$ cat src/rtl/fifo_reader.sv
`default_nettype none
// ============================================================================
// Module   : fifo_reader
// Purpose  : Read-side controller for a first-word-fall-through FIFO. Pops
//            words into a two-entry output buffer and presents them on a
//            valid/ready stream with burst framing (m_last on the final beat).
//            fifo_pop depends only on registered state and fifo_empty, never
//            combinationally on m_ready.
// Revision : 1.0 - initial release
// ----------------------------------------------------------------------------
// Parameters
//   DATA_WIDTH : width of FIFO words and stream data
//   BURST_LEN  : beats per burst (1..256); m_last marks beat BURST_LEN-1
// Ports
//   clk        in   clock, rising edge
//   rst        in   asynchronous active-low reset
//   enable     in   start/continue reading; low requests a drain
//   fifo_dout  in   FIFO head word (valid when fifo_empty = 0)
//   fifo_empty in   FIFO empty flag
//   fifo_pop   out  consume FIFO head at this edge
//   m_data     out  stream data (buffer head)
//   m_valid    out  stream word present
//   m_ready    in   consumer accepts the word this edge
//   m_last     out  current word is the last beat of a burst
//   busy       out  controller is not idle
//   rd_count   out  accepted-beat counter (only with FIFO_READER_STATS_EN)
// Build option
//   FIFO_READER_STATS_EN : adds the 16-bit rd_count output
// ============================================================================
module fifo_reader #(
  parameter int DATA_WIDTH = 2,
  parameter int BURST_LEN  = 4
) (
  input  logic                  clk,
  input  logic                  rst,
  input  logic                  enable,
  input  logic [DATA_WIDTH-1:0] fifo_dout,
  input  logic                  fifo_empty,
  output logic                  fifo_pop,
  output logic [DATA_WIDTH-1:0] m_data,
  output logic                  m_valid,
  input  logic                  m_ready,
  output logic                  m_last,
  output logic                  busy
`ifdef FIFO_READER_STATS_EN
  ,
  output logic [15:0]           rd_count
`endif
);

  typedef enum logic [1:0] {
    IDLE  = 2'd0,
    RUN   = 2'd1,
    DRAIN = 2'd2
  } state_t;

  localparam logic [7:0] LAST_BEAT = 8'(BURST_LEN - 1);

  state_t                state;
  logic [DATA_WIDTH-1:0] head;
  logic [DATA_WIDTH-1:0] tail;
  logic [1:0]            cnt;
  logic [7:0]            beat;
  logic                  acc;

  assign m_data   = head;
  assign m_valid  = (cnt != 2'd0);
  assign acc      = m_valid && m_ready;
  // Only registered state and fifo_empty feed the pop decision, so there is
  // no combinational path from m_ready to fifo_pop.
  assign fifo_pop = (state == RUN) && !fifo_empty && (cnt < 2'd2);
  assign m_last   = m_valid && (beat == LAST_BEAT);
  assign busy     = (state != IDLE);

  // Output buffer and occupancy
  always_ff @(posedge clk or negedge rst) begin
    if (!rst) begin
      head <= '0;
      tail <= '0;
      cnt  <= 2'd0;
    end else begin
      // A popped word lands in head when head is free after this edge
      // (empty buffer, or the single held word leaving now); else in tail.
      if (fifo_pop) begin
        if ((cnt == 2'd0) || ((cnt == 2'd1) && acc)) begin
          head <= fifo_dout;
        end else begin
          tail <= fifo_dout;
        end
      end
      // Pop is blocked at cnt==2, so the shift never collides with a write.
      if (acc && (cnt == 2'd2)) begin
        head <= tail;
      end
      cnt <= cnt + {1'b0, fifo_pop} - {1'b0, acc};
    end
  end

  // Beat counter; survives IDLE so bursts are never renumbered mid-stream.
  always_ff @(posedge clk or negedge rst) begin
    if (!rst) begin
      beat <= 8'd0;
    end else if (acc) begin
      if (beat == LAST_BEAT) begin
        beat <= 8'd0;
      end else begin
        beat <= beat + 8'd1;
      end
    end
  end

  // Control state machine
  always_ff @(posedge clk or negedge rst) begin
    if (!rst) begin
      state <= IDLE;
    end else begin
      case (state)
        IDLE: begin
          if (enable) state <= RUN;
        end
        RUN: begin
          if (!enable) state <= DRAIN;
        end
        DRAIN: begin
          if (enable) begin
            state <= RUN;
          end else if ((cnt == 2'd0) || ((cnt == 2'd1) && acc)) begin
            state <= IDLE;
          end
        end
        default: state <= IDLE;
      endcase
    end
  end

`ifdef FIFO_READER_STATS_EN
  // Accepted-beat counter; wraps naturally at 0xFFFF.
  always_ff @(posedge clk or negedge rst) begin
    if (!rst) begin
      rd_count <= 16'd0;
    end else if (acc) begin
      rd_count <= rd_count + 16'd1;
    end
  end
`endif

endmodule
`default_nettype wire

$ cat config.mk
export PLATFORM = sky130hd
export DESIGN_NAME = fifo_reader
export DESIGN_NICKNAME = d
export VERILOG_FILES = /design/src/rtl/fifo_reader.sv
export SDC_FILE = /design/constraint.sdc
export NUM_CORES = 1
export LEC_CHECK = 0
export BUFFER_PORTS_ARGS = -buffer_cell sky130_fd_sc_hd__buf_2
export CAP_MARGIN = 0
export CORE_MARGIN = 3
export CORE_UTILIZATION = 35
export DETAILED_ROUTE_END_ITERATION = 8
export PLACE_DENSITY = 0.56
export SYNTH_ARGS = -nofsm -noshare
export SYNTH_HDL_FRONTEND = slang
export SYNTH_SLANG_ARGS = --single-unit
$ cat constraint.sdc
create_clock -name clk -period 2.2 [get_ports clk]
set_input_delay 0.55 -clock clk [delete_from_list [all_inputs] [get_ports clk]]
set_output_delay 0.55 -clock clk [all_outputs]
set_load 0.01 [all_outputs]
Word level (Yosys, flattened, before mapping) --
Cells that the tools add are included.
Word-level totals: register bits after elaboration 16, output and inout port bits 6
Operators by class: multiplexer cells 9, bitwise gates (word level) 1, $add $sub $neg 3, magnitude comparators 1, equality and inequality tests 8, reductions and logical operators 17
Operators with widths (count):
- 2-bit two-way mux | 7
- 8-bit by 1-bit adder with 8-bit output (second input constant) | 1
- 8-bit by 2-bit == test with 1-bit output (second input constant) | 1
- 8-bit two-way mux | 1
- 2-bit nonzero test | 4
- 1-bit logical AND | 6
- 2-bit one-hot mux with 3 select lines | 1
- 2-bit by 1-bit == test with 1-bit output (second input constant) | 2
- 2-bit == test (second input constant) | 2
- 2-bit logical NOT | 2
- 2-bit != test (second input constant) | 2
- 2-bit AND reduction | 2
- 3-bit != test (second input constant) | 1
- 3-bit AND reduction | 1
- 2-bit by 1-bit adder with 2-bit output | 1
- 2-bit < comparator (second input constant) | 1
- 2-bit by 1-bit subtractor with 2-bit output | 1
- 1-bit logical NOT | 1
- 1-bit logical OR | 1
- 1-bit inverter | 1

Longest topological paths before layout --
Gate-level depths: netlist of the first run.
depth after elaboration 7, mapped depth 6, depth with buffers taken out 6

Worst setup path after synthesis of the first run --
Ideal clock, no wire load.
path kind input-to-output, from in fifo_empty, to out fifo_pop, stages on the path 3, data arrival time 1.266 ns, path slack 0.384 ns, path buffers 1, cell sequence or4b_1 buf_6 inv_6
Between the ends: longest elaborated chain between the ends 3
RTL lines:
- start, declared | line 38 | input logic fifo_empty,
- 1-bit logical NOT | line 71 | assign fifo_pop = (state == RUN) && !fifo_empty && (cnt < 2'd2);
- 1-bit logical AND (2 in series) | line 71
- end, declared | line 39 | output logic fifo_pop,
No other way between the ends.

Worst setup path in the final report of the first run --
from reg state[1], to out fifo_pop
Between the ends: longest elaborated chain between the ends 3
RTL lines:
- start, declared | line 59 | state_t state;
- start signal, assigned | line 115 | state <= IDLE;
- start signal, assigned | line 119 | if (enable) state <= RUN;
- start signal, assigned | line 122 | if (!enable) state <= DRAIN;
- 2-bit by 1-bit == test with 1-bit output | line 71
- 1-bit logical AND (2 in series) | line 71
No other way between the ends.

==> results of run 1 <==
[timing repair]
item	4_1_cts	5_1_grt
setup endpoints to repair	0	1
buffers inserted	0	0
hold buffers	0	0
resized for setup	0	2
[flip-flops by register name, indices dropped and copies added (netlist names)]
| register | count |
|---|---|
| beat | 8 |
| cnt | 2 |
| m_data | 2 |
| state | 2 |
| tail | 2 |
[worst max path at each step]
| stage | depth (start not counted) | endpoint | start | slack, ns |
|---|---|---|---|---|
| after floorplan | 3 | fifo_pop | fifo_empty | 0.38 |
| after global placement | 4 | fifo_pop | fifo_empty | 0.19 |
| after detailed placement | 4 | fifo_pop | fifo_empty | 0.18 |
| after CTS | 3 | fifo_pop | state[1] | 0.10 |
| after global routing | 4 | m_last | beat[1] | 0.03 |
| final | 3 | fifo_pop | state[1] | 0.12 |
[where the power goes]
part	switching [mW]	internal [mW]
clock	0.0859	0.101
combinational	0.171	0.157
sequential	0.0703	0.374
total	0.327	0.631
[final cells by class]
class	count	share of cell area (%)
inverter	3	1.75
tap	27	3.63
sequential	16	43.2
clock buffer	4	3.90
timing repair buffer	13	7.27
multi-input combinational	56	40.2
[cell usage in the layout, fill, tap and decap left out, types with 2 or more instances in the layout]
cell type  synthesis  final
mux2_4             2      2
nand4_1            3      3
or2_2              2      2
buf_2              0     12
xnor2_1            4      4
a21oi_1            4      4
nand2_1            8      8
nor2b_1            2      2
nor3_1             3      2
xor2_1             2      2
nor2_1             5      5
dfrtp_1           16     15
nand3_1            2      2
nand2b_1           2      2
clkbuf_4           0      3
ha_1               2      2
o22ai_1            2      2
[metrics by stage]
| step | power, mW | hold slack (ns) | util, % |
|---|---|---|---|
| after floorplan | 0.683 | 0.254 | - |
| after global placement | 0.777 | 0.458 | 43.0 |
| after detailed placement | 0.785 | 0.470 | 43.0 |
| after CTS | 0.981 | 0.162 | 44.8 |
| after global routing | 1.06 | 0.158 | 45.1 |
| final | 0.958 | 0.162 | 45.1 |
[cell families (layout without fill, tap and decap cells)]
logic type      count (synthesis)  in the layout  share of synthesized area (%)
flops                          16             16                           50.2
mux                             2              2                           3.77
xor+xnor                        6              6                           6.59
fa+ha+maj                       2              2                           3.14
simple gates                   33             33                           22.8
buf+inv                         4             20                           3.45
compound gates                 13             13                           10.0
[layer usage]
layer / global-route usage [%] / vias up
li1: - / 299
met5: 0 / -
met4: 3.83 / 0
met2: 20.2 / 11
met3: 6.65 / 2
met1: 15.2 / 283
==> flow_metrics.py, run 1 <==
metrics = {
    "detailed_routing": {
        "m1WireLength_um": 651,
        "routed-wl-met2_um": 608,
        "postRouteAntennaNets": 0,
        "topRoutingLayerUsed": "met4",
        "via_per_inst": 5.00,
        "wl_per_cell_um": 11.3,
        "drtIter0Drc": 7,
        "via_count": 595,
        "wl_um": 1340,
        "drc": 0,
        "route.met3.wl_um": 74,
        "drt_first_pass_iters": 4,
    },
    "yosys": {
        "synth_commonest_cells": "dfrtp_1, nand2_1, nor2_1, a21oi_1, xnor2_1",
        "ys_seq_area_share_pct": 50.2,
        "async_flop_share_pct": 100,
        "synth_cells": 76,
        "synth_seq_cells": 16,
        "synth_top_area_share_pct": 50.2,
        "synth_ff_type": "dfrtp_1",
        "synth_area_leaders": "dfrtp_1, xnor2_1, mux2_4, nand2_1, ha_1",
        "avgSynthCellArea_um2": 10.5,
        "synth_area_um2": 797,
        "yosysWarnings": 0,
        "synth.distinct_cells": 32,
        "syn_nets": 85,
        "yosysTopAreaCell": "dfrtp_1",
        "synth_edf_count": 0,
        "synth.most_common_cell": "dfrtp_1",
    },
    "cts": {
        "cts.reportedPaths.clkPinSlew_ns": 0.09,
        "clock_sinks": 16,
        "h-tree-depth": 1,
        "numCtsBuffers": 3,
        "clockBufferDepth": 2,
        "clock_latency_ns": 0.28,
        "cts_tree": "built",
        "ctsRootBufferMaster": "clkbuf_4",
    },
    "final_layout": {
        "multi_input_area_um2": 374,
        "area_growth_pct": 16.6,
        "seq_area_um2": 402,
        "final_layout_size_suffix_gt1_share_pct": 28.3,
        "diodes": 0,
        "design_area_um2": 930,
        "nets": 102,
        "fillers": 208,
        "finalNonFillerCells": 119,
    },
    "floorplanning": {
        "start_util_pct": 38.7,
        "rows": 16,
        "die_w_um": 53.7,
        "design.core.area_mm2": 0.00206,
        "die_h_um": 53.7,
        "dieArea_mm2": 0.00289,
        "pin_count": 13,
    },
    "setup_path": {
        "worst_r2r_path_depth": 6,
        "r2r_end": "cnt[1]",
        "rrSetupSlack_ns": 0.48,
        "crit_family": "simple AND/OR/NAND/NOR gates",
        "path_class": "register to primary output",
        "crit_buf_inv": 2,
        "rr_startpoint": "cnt[1]",
        "end_kind": "primary output",
        "cp-start-kind": "register",
        "worstPathRequired_ns": 1.65,
        "critPathMaxStageDelay_ns": 0.62,
        "crit_path_cell_trace": "or4b_1 -> inv_6 -> buf_2",
        "crit_fanout": 5,
        "cp.arrival_ns": 1.53,
        "slowest_stage": "or4b_1",
    },
    "pwr": {
        "leakagePower_nw": 0.460,
        "max-vdd-ir-drop_mv": 0.530,
        "power_density_mw_per_mm2": 1030,
    },
    "sta": {
        "finalMaxSlewViolations": 0,
        "worstMarginPinSlew_ns": 0.349,
        "finClkSkew_ns": 0.00383,
        "final-setup-viol-count": 0,
        "hold_viol_final": 0,
        "slew_headroom_pct": 76.6,
        "rsz0062_at_grt": "false",
        "fin_crit_ns": 2.08,
        "tns_ns": 0,
        "worst_slack_ns": 0.123,
        "timing.final.crit_share_pct": 94.4,
        "max_freq_ghz": 0.482,
    },
    "placed_design": {
        "dp_hpwl_um": 1050,
        "placed_cells": 115,
        "place_area_um2": 887,
        "port_buffers": 12,
        "place_congestion": 0.749,
        "pre_cts_ws_ns": 0.184,
    },
    "job": {
        "maxCapViolations": 0,
    },
    "status": {
        "outcome": "completed",
    },
    "global_routing": {
        "grt_max_degree": 17,
        "grt_antenna_before_repair": 0,
        "grt_overflow": 0,
        "grt_pass1_vias": 618,
        "grt_first_pass_wirelength_um": 2610,
        "grt.total_usage_pct": 12.9,
    },
    "hold_path": {
        "hp-class": "input port to asynchronous set/reset pin",
    },
}
No activity file was read; power rests on OpenSTA's default activity.
==> run 2, diff against run 1 <==
==> constraint.sdc (replaced) <==
create_clock -name clk -period 2.2 [get_ports clk]
set_input_delay 0.55 -clock clk [delete_from_list [all_inputs] [get_ports clk]]
set_output_delay 0.55 -clock clk [all_outputs]
set_load 0.1 [all_outputs]
==> flow_metrics.py, run 2 (synthesis gave the netlist of run 1 again) <==
metrics = {
    "final_layout": {
        "mostFrequentLayoutCells": "dfrtp_1, buf_2, nand2_1",
        "fillers": 211,
        "mostFrequentLayoutCell": "dfrtp_1",
        "nets": 103,
        "regMostFlops": "beat",
        "final_layout_size_suffix_gt1_share_pct": 28.3,
        "design_area_um2": 960,
        "diodes": 0,
        "area_growth_pct": 20.4,
        "largest_reg_flops": 8,
        "utilization_pct": 46.5,
    },
    "sta": {
        "worstMarginPinSlew_ns": 0.487,
        "slew_headroom_pct": 67.8,
        "fin_crit_ns": 2.15,
        "max_freq_ghz": 0.466,
        "tns_ns": 0,
        "worst_hold_slack_ns": 0.154,
        "timing.final.crit_share_pct": 97.5,
        "final-setup-viol-count": 0,
        "finalMaxSlewViolations": 0,
        "finClkSkew_ns": 0.00508,
        "rsz0062_at_grt": "false",
        "hold_viol_final": 0,
    },
    "setup_path": {
        "cp.arrival_ns": 1.60,
        "end_kind": "primary output",
        "crit_fanout": 5,
        "path_class": "register to primary output",
        "cp-start-kind": "register",
        "worstPathRequired_ns": 1.65,
    },
    "cts": {
        "cts_hold_buf": 0,
        "h-tree-depth": 1,
        "clockBufferDepth": 2,
        "cts.reportedPaths.clkPinSlew_ns": 0.09,
        "clock_latency_ns": 0.29,
        "cts_tree": "built",
        "ctsRootBufferMaster": "clkbuf_4",
        "numCtsBuffers": 3,
        "clock_sinks": 16,
    },
    "placed_design": {
        "place_area_um2": 925,
        "dp_hpwl_um": 1040,
        "place_congestion": 0.696,
        "port_buffers": 12,
    },
    "global_routing": {
        "grt.total_usage_pct": 12.0,
        "grt_max_degree": 17,
        "grt_overflow": 0,
        "grt_pass1_vias": 575,
        "grt_first_pass_wirelength_um": 2460,
        "grt_antenna_before_repair": 0,
    },
    "floorplanning": {
        "rows": 16,
        "design.core.area_mm2": 0.00206,
        "dieArea_mm2": 0.00289,
        "pin_count": 13,
        "die_w_um": 53.7,
        "die_h_um": 53.7,
        "start_util_pct": 38.7,
    },
    "detailed_routing": {
        "drc": 0,
        "via_per_inst": 4.82,
        "drt_first_pass_iters": 3,
        "postRouteAntennaNets": 0,
        "via_count": 574,
        "wl_per_cell_um": 11.4,
        "wl_um": 1360,
        "drtIter0Drc": 8,
    },
    "pwr": {
        "p_int_mw": 0.633,
        "max-vdd-ir-drop_mv": 1.01,
        "p_sw_mw": 0.612,
        "pwr-share-seq_pct": 35.5,
        "combPwrFrac_pct": 52.0,
        "switching_share_pct": 49.1,
        "power_density_mw_per_mm2": 1300,
        "power_frac_clock_pct": 12.5,
        "leakagePower_nw": 0.471,
    },
    "hold_path": {
        "hp-class": "input port to asynchronous set/reset pin",
    },
    "job": {
        "maxCapViolations": 0,
    },
    "status": {
        "outcome": "completed",
    },
}
[run 2: critical path, stage by stage, from the launching register on]
cell and delay, ns:
dfrtp_1 0.41, or4b_1 0.62, inv_6 0.11, buf_12 0.17
[run 2: through the flow]
| step | cells | power, mW | setup slack, ns |
|---|---|---|---|
| 3_5_place_dp | 115 | 1.09 | 0.123 |
| 5_1_grt | 119 | 1.32 | 0.0134 |
| 6_report | 119 | 1.24 | 0.0546 |
| 4_1_cts | 119 | 1.26 | 0.0434 |
| 2_1_floorplan | 76 | 0.958 | 0.177 |
| 3_3_place_gp | 115 | 1.08 | 0.129 |
[run 2: power by group through the flow]
stage / clock, mW / combinational, mW / sequential [mW]
2_1_floorplan: 0 / 0.388 / 0.571
3_3_place_gp: 0 / 0.637 / 0.446
3_5_place_dp: 0 / 0.644 / 0.450
4_1_cts: 0.158 / 0.656 / 0.444
5_1_grt: 0.166 / 0.698 / 0.460
6_report: 0.155 / 0.647 / 0.442
[run 2: layer usage]
layer / vias to the layer above / global-route usage (%) / routed length (um)
met5: - / 0 / 0
met4: 0 / 7.66 / 31
met3: 5 / 2.49 / 66
met2: 10 / 17.9 / 577
met1: 261 / 15.7 / 687
li1: 298 / - / -
[run 2: path summary, 6_finish.rpt]
path | from | to | slack, ns | depth (start not counted)
min | rst | tail[0] | 0.15 | 1
max in group asynchronous | rst | m_data[1] | 1.78 | 1
max | state[1] | fifo_pop | 0.05 | 3
min reg2reg | beat[7] | beat[7] | 0.47 | 1
min in group clk | enable | state[1] | 0.41 | 2
max reg2reg | cnt[1] | cnt[1] | 0.42 | 6
[run 2: final cells by class]
type	count	area, um^2	share of cell area, %
flip-flops and latches	16	400	41.7
multi-input cells	56	382	39.8
inverters	3	16.3	1.69
clock buffers	3	22.5	2.35
repair buffers	14	105	11.0
well taps	27	33.8	3.52
[run 2: timing repair]
action,in CTS,in global routing
pin swaps,1,1
resized for setup,0,1
buffers inserted,1,0
endpoints found under the setup margin,1,1
==> run 3, diff against run 2 <==
Settings changed: ABC_AREA set to 1, PLACE_DENSITY 0.56 to 0.55.
==> flow_metrics.py, run 3 <==
metrics = {
    "status": {
        "outcome": "completed",
    },
    "cts": {
        "ctsRootBufferMaster": "clkbuf_4",
        "cts_tree": "built",
        "cts.reportedPaths.clkPinSlew_ns": 0.10,
        "clock_latency_ns": 0.29,
        "clock_sinks": 16,
        "numCtsBuffers": 3,
        "cts_hold_buf": 0,
        "clockBufferDepth": 2,
        "cts_resized": 0,
        "postCtsSetupBuffers": 0,
        "h-tree-depth": 1,
    },
    "final_layout": {
        "utilization_pct": 46.0,
        "final_layout_size_suffix_gt1_share_pct": 18.7,
        "nets": 149,
        "regMostFlops": "beat",
        "mostFrequentLayoutCell": "nand2_1",
        "diodes": 0,
        "mostFrequentLayoutCells": "nand2_1, inv_1, dfrtp_1",
        "largest_reg_flops": 8,
        "area_growth_pct": 18.4,
    },
    "yosys": {
        "synth.distinct_cells": 17,
        "yosysTopAreaCell": "dfrtp_1",
        "synth_top_area_share_pct": 44.0,
        "synth_area_um2": 910,
        "ys_seq_area_share_pct": 44.0,
        "syn_nets": 131,
        "synth_area_leaders": "dfrtp_1, nand2_1, nand3_1, inv_1, nor2_1",
        "synth_edf_count": 0,
        "async_flop_share_pct": 100,
        "avgSynthCellArea_um2": 7.46,
        "synth_ff_type": "dfrtp_1",
        "synth_seq_cells": 16,
        "synth.most_common_cell": "nand2_1",
        "synth_commonest_cells": "nand2_1, dfrtp_1, inv_1, nand3_1, nor2_1",
        "yosysWarnings": 0,
        "synth_cells": 122,
    },
    "pwr": {
        "p_sw_mw": 0.717,
        "leakagePower_nw": 0.598,
        "switching_share_pct": 50.4,
        "max-vdd-ir-drop_mv": 0.889,
        "power_density_mw_per_mm2": 1320,
        "power_frac_clock_pct": 13.9,
        "pwr-share-seq_pct": 36.3,
        "combPwrFrac_pct": 49.8,
        "p_int_mw": 0.706,
    },
    "sta": {
        "finalMaxSlewViolations": 0,
        "slew_headroom_pct": 67.7,
        "hold_viol_final": 0,
        "finClkSkew_ns": 0.00451,
        "fin_crit_ns": 2.08,
        "worstMarginPinSlew_ns": 0.487,
        "rsz0062_at_grt": "false",
        "final-setup-viol-count": 0,
        "timing.final.crit_share_pct": 94.4,
        "max_freq_ghz": 0.482,
        "tns_ns": 0,
    },
    "global_routing": {
        "grt_use_met2_pct": 17.6,
        "grt.total_usage_pct": 12.6,
        "grt_first_pass_wirelength_um": 3240,
        "grt_use_met3_pct": 2.71,
        "grt_pass1_vias": 717,
        "grt_antenna_before_repair": 0,
        "grt_max_degree": 17,
        "grt_use_met1_pct": 18.4,
        "grt_overflow": 0,
        "grt-busiest-layer": "met1",
    },
    "setup_path": {
        "worstPathRequired_ns": 1.65,
        "cp.arrival_ns": 1.53,
        "path_class": "register to primary output",
        "crit_fanout": 5,
        "critPathMaxStageDelay_ns": 0.42,
        "rrSetupSlack_ns": 0.82,
        "slowest_stage": "dfrtp_1",
        "end_kind": "primary output",
        "crit_path_cell_trace": "ha_1 -> nand4_1 -> nor2_2 -> buf_12",
        "cp-start-kind": "register",
    },
    "detailed_routing": {
        "wl_per_cell_um": 10.7,
        "via_count": 790,
        "wl_um": 1790,
        "via_per_inst": 4.73,
        "drtIter0Drc": 28,
        "postRouteAntennaNets": 0,
        "drt_first_pass_iters": 4,
        "drc": 0,
    },
    "floorplanning": {
        "start_util_pct": 38.9,
        "die_h_um": 57.0,
        "design.core.area_mm2": 0.00234,
        "pin_count": 13,
        "die_w_um": 57.0,
        "rows": 17,
        "dieArea_mm2": 0.00325,
    },
    "hold_path": {
        "hp-class": "input port to asynchronous set/reset pin",
    },
    "placed_design": {
        "port_buffers": 12,
        "place_congestion": 0.712,
        "dp_hpwl_um": 1360,
    },
    "job": {
        "maxCapViolations": 0,
    },
}
run 3: cell count changes after synthesis, moves of 4 or more:
cell,previous run,this run
nand3_1,2,14
xnor2_1,4,0
inv_1,1,16
nand2_1,8,41
nor2_1,5,11
run 3: path summary, 6_finish.rpt:
check | from | to | cells after the start
setup / recovery | beat[0] | m_last | 4
hold / removal | rst | m_data[1] | 1
max in group asynchronous | rst | beat[1] | 1
min in group clk | fifo_dout[1] | tail[1] | 3
hold reg to reg | tail[1] | tail[1] | 2
setup reg to reg | cnt[1] | cnt[1] | 5
run 3: cells by family after synthesis:
kind of cell / Yosys count / share of synthesized area, %
and+or+nand+nor: 77 / 37.3
AOI/OAI and AO/OA: 3 / 1.65
adders and majority gates: 2 / 2.75
buffers and inverters: 19 / 8.67
xor gates and xnor gates: 5 / 5.64
DFF: 16 / 44.0
run 3: worst max-delay path: cells and delay by family (launching register included):
kind,cells,cell delay [ns]
buffers and inverters,1,0.19
and+or+nand+nor,2,0.40
adders and majority gates,1,0.22
DFF,1,0.42
run 3: per-layer routing:
| layer | vias to the layer above | part of all wire (%) |
|---|---|---|
| li1 | 416 | - |
| met1 | 356 | 52 |
| met2 | 13 | 42 |
| met3 | 5 | 4.2 |
| met4 | 0 | 2.1 |
| met5 | - | 0 |
run 3: cell type report:
| class | instances | area [um^2] |
|---|---|---|
| sequential | 16 | 400 |
| clock buffer | 4 | 36.3 |
| timing repair buffer | 14 | 105 |
| fill | 236 | 1260 |
| inverter | 18 | 67.6 |
| multi-input combinational | 87 | 433 |
| tap | 28 | 35.0 |
run 3: power groups by stage:
stage | clock [mW] | combinational, mW | sequential [mW]
after floorplan | 0 | 0.473 | 0.616
after global placement | 0 | 0.704 | 0.518
after detailed placement | 0 | 0.710 | 0.520
after CTS | 0.209 | 0.715 | 0.516
after global routing | 0.222 | 0.786 | 0.535
final | 0.198 | 0.709 | 0.517
run 3: through the flow:
step                      power (mW)  hold WS [ns]  area, um^2  std cells  worst slack, ns
after global routing            1.54         0.168        1080        167           0.0131
after floorplan                 1.09         0.254         912        122           0.0736
after global placement          1.22         0.475        1040        163            0.479
after detailed placement        1.23         0.470        1040        163            0.436
after CTS                       1.44         0.157        1080        167           0.0955
final                           1.42         0.153        1080        167            0.124
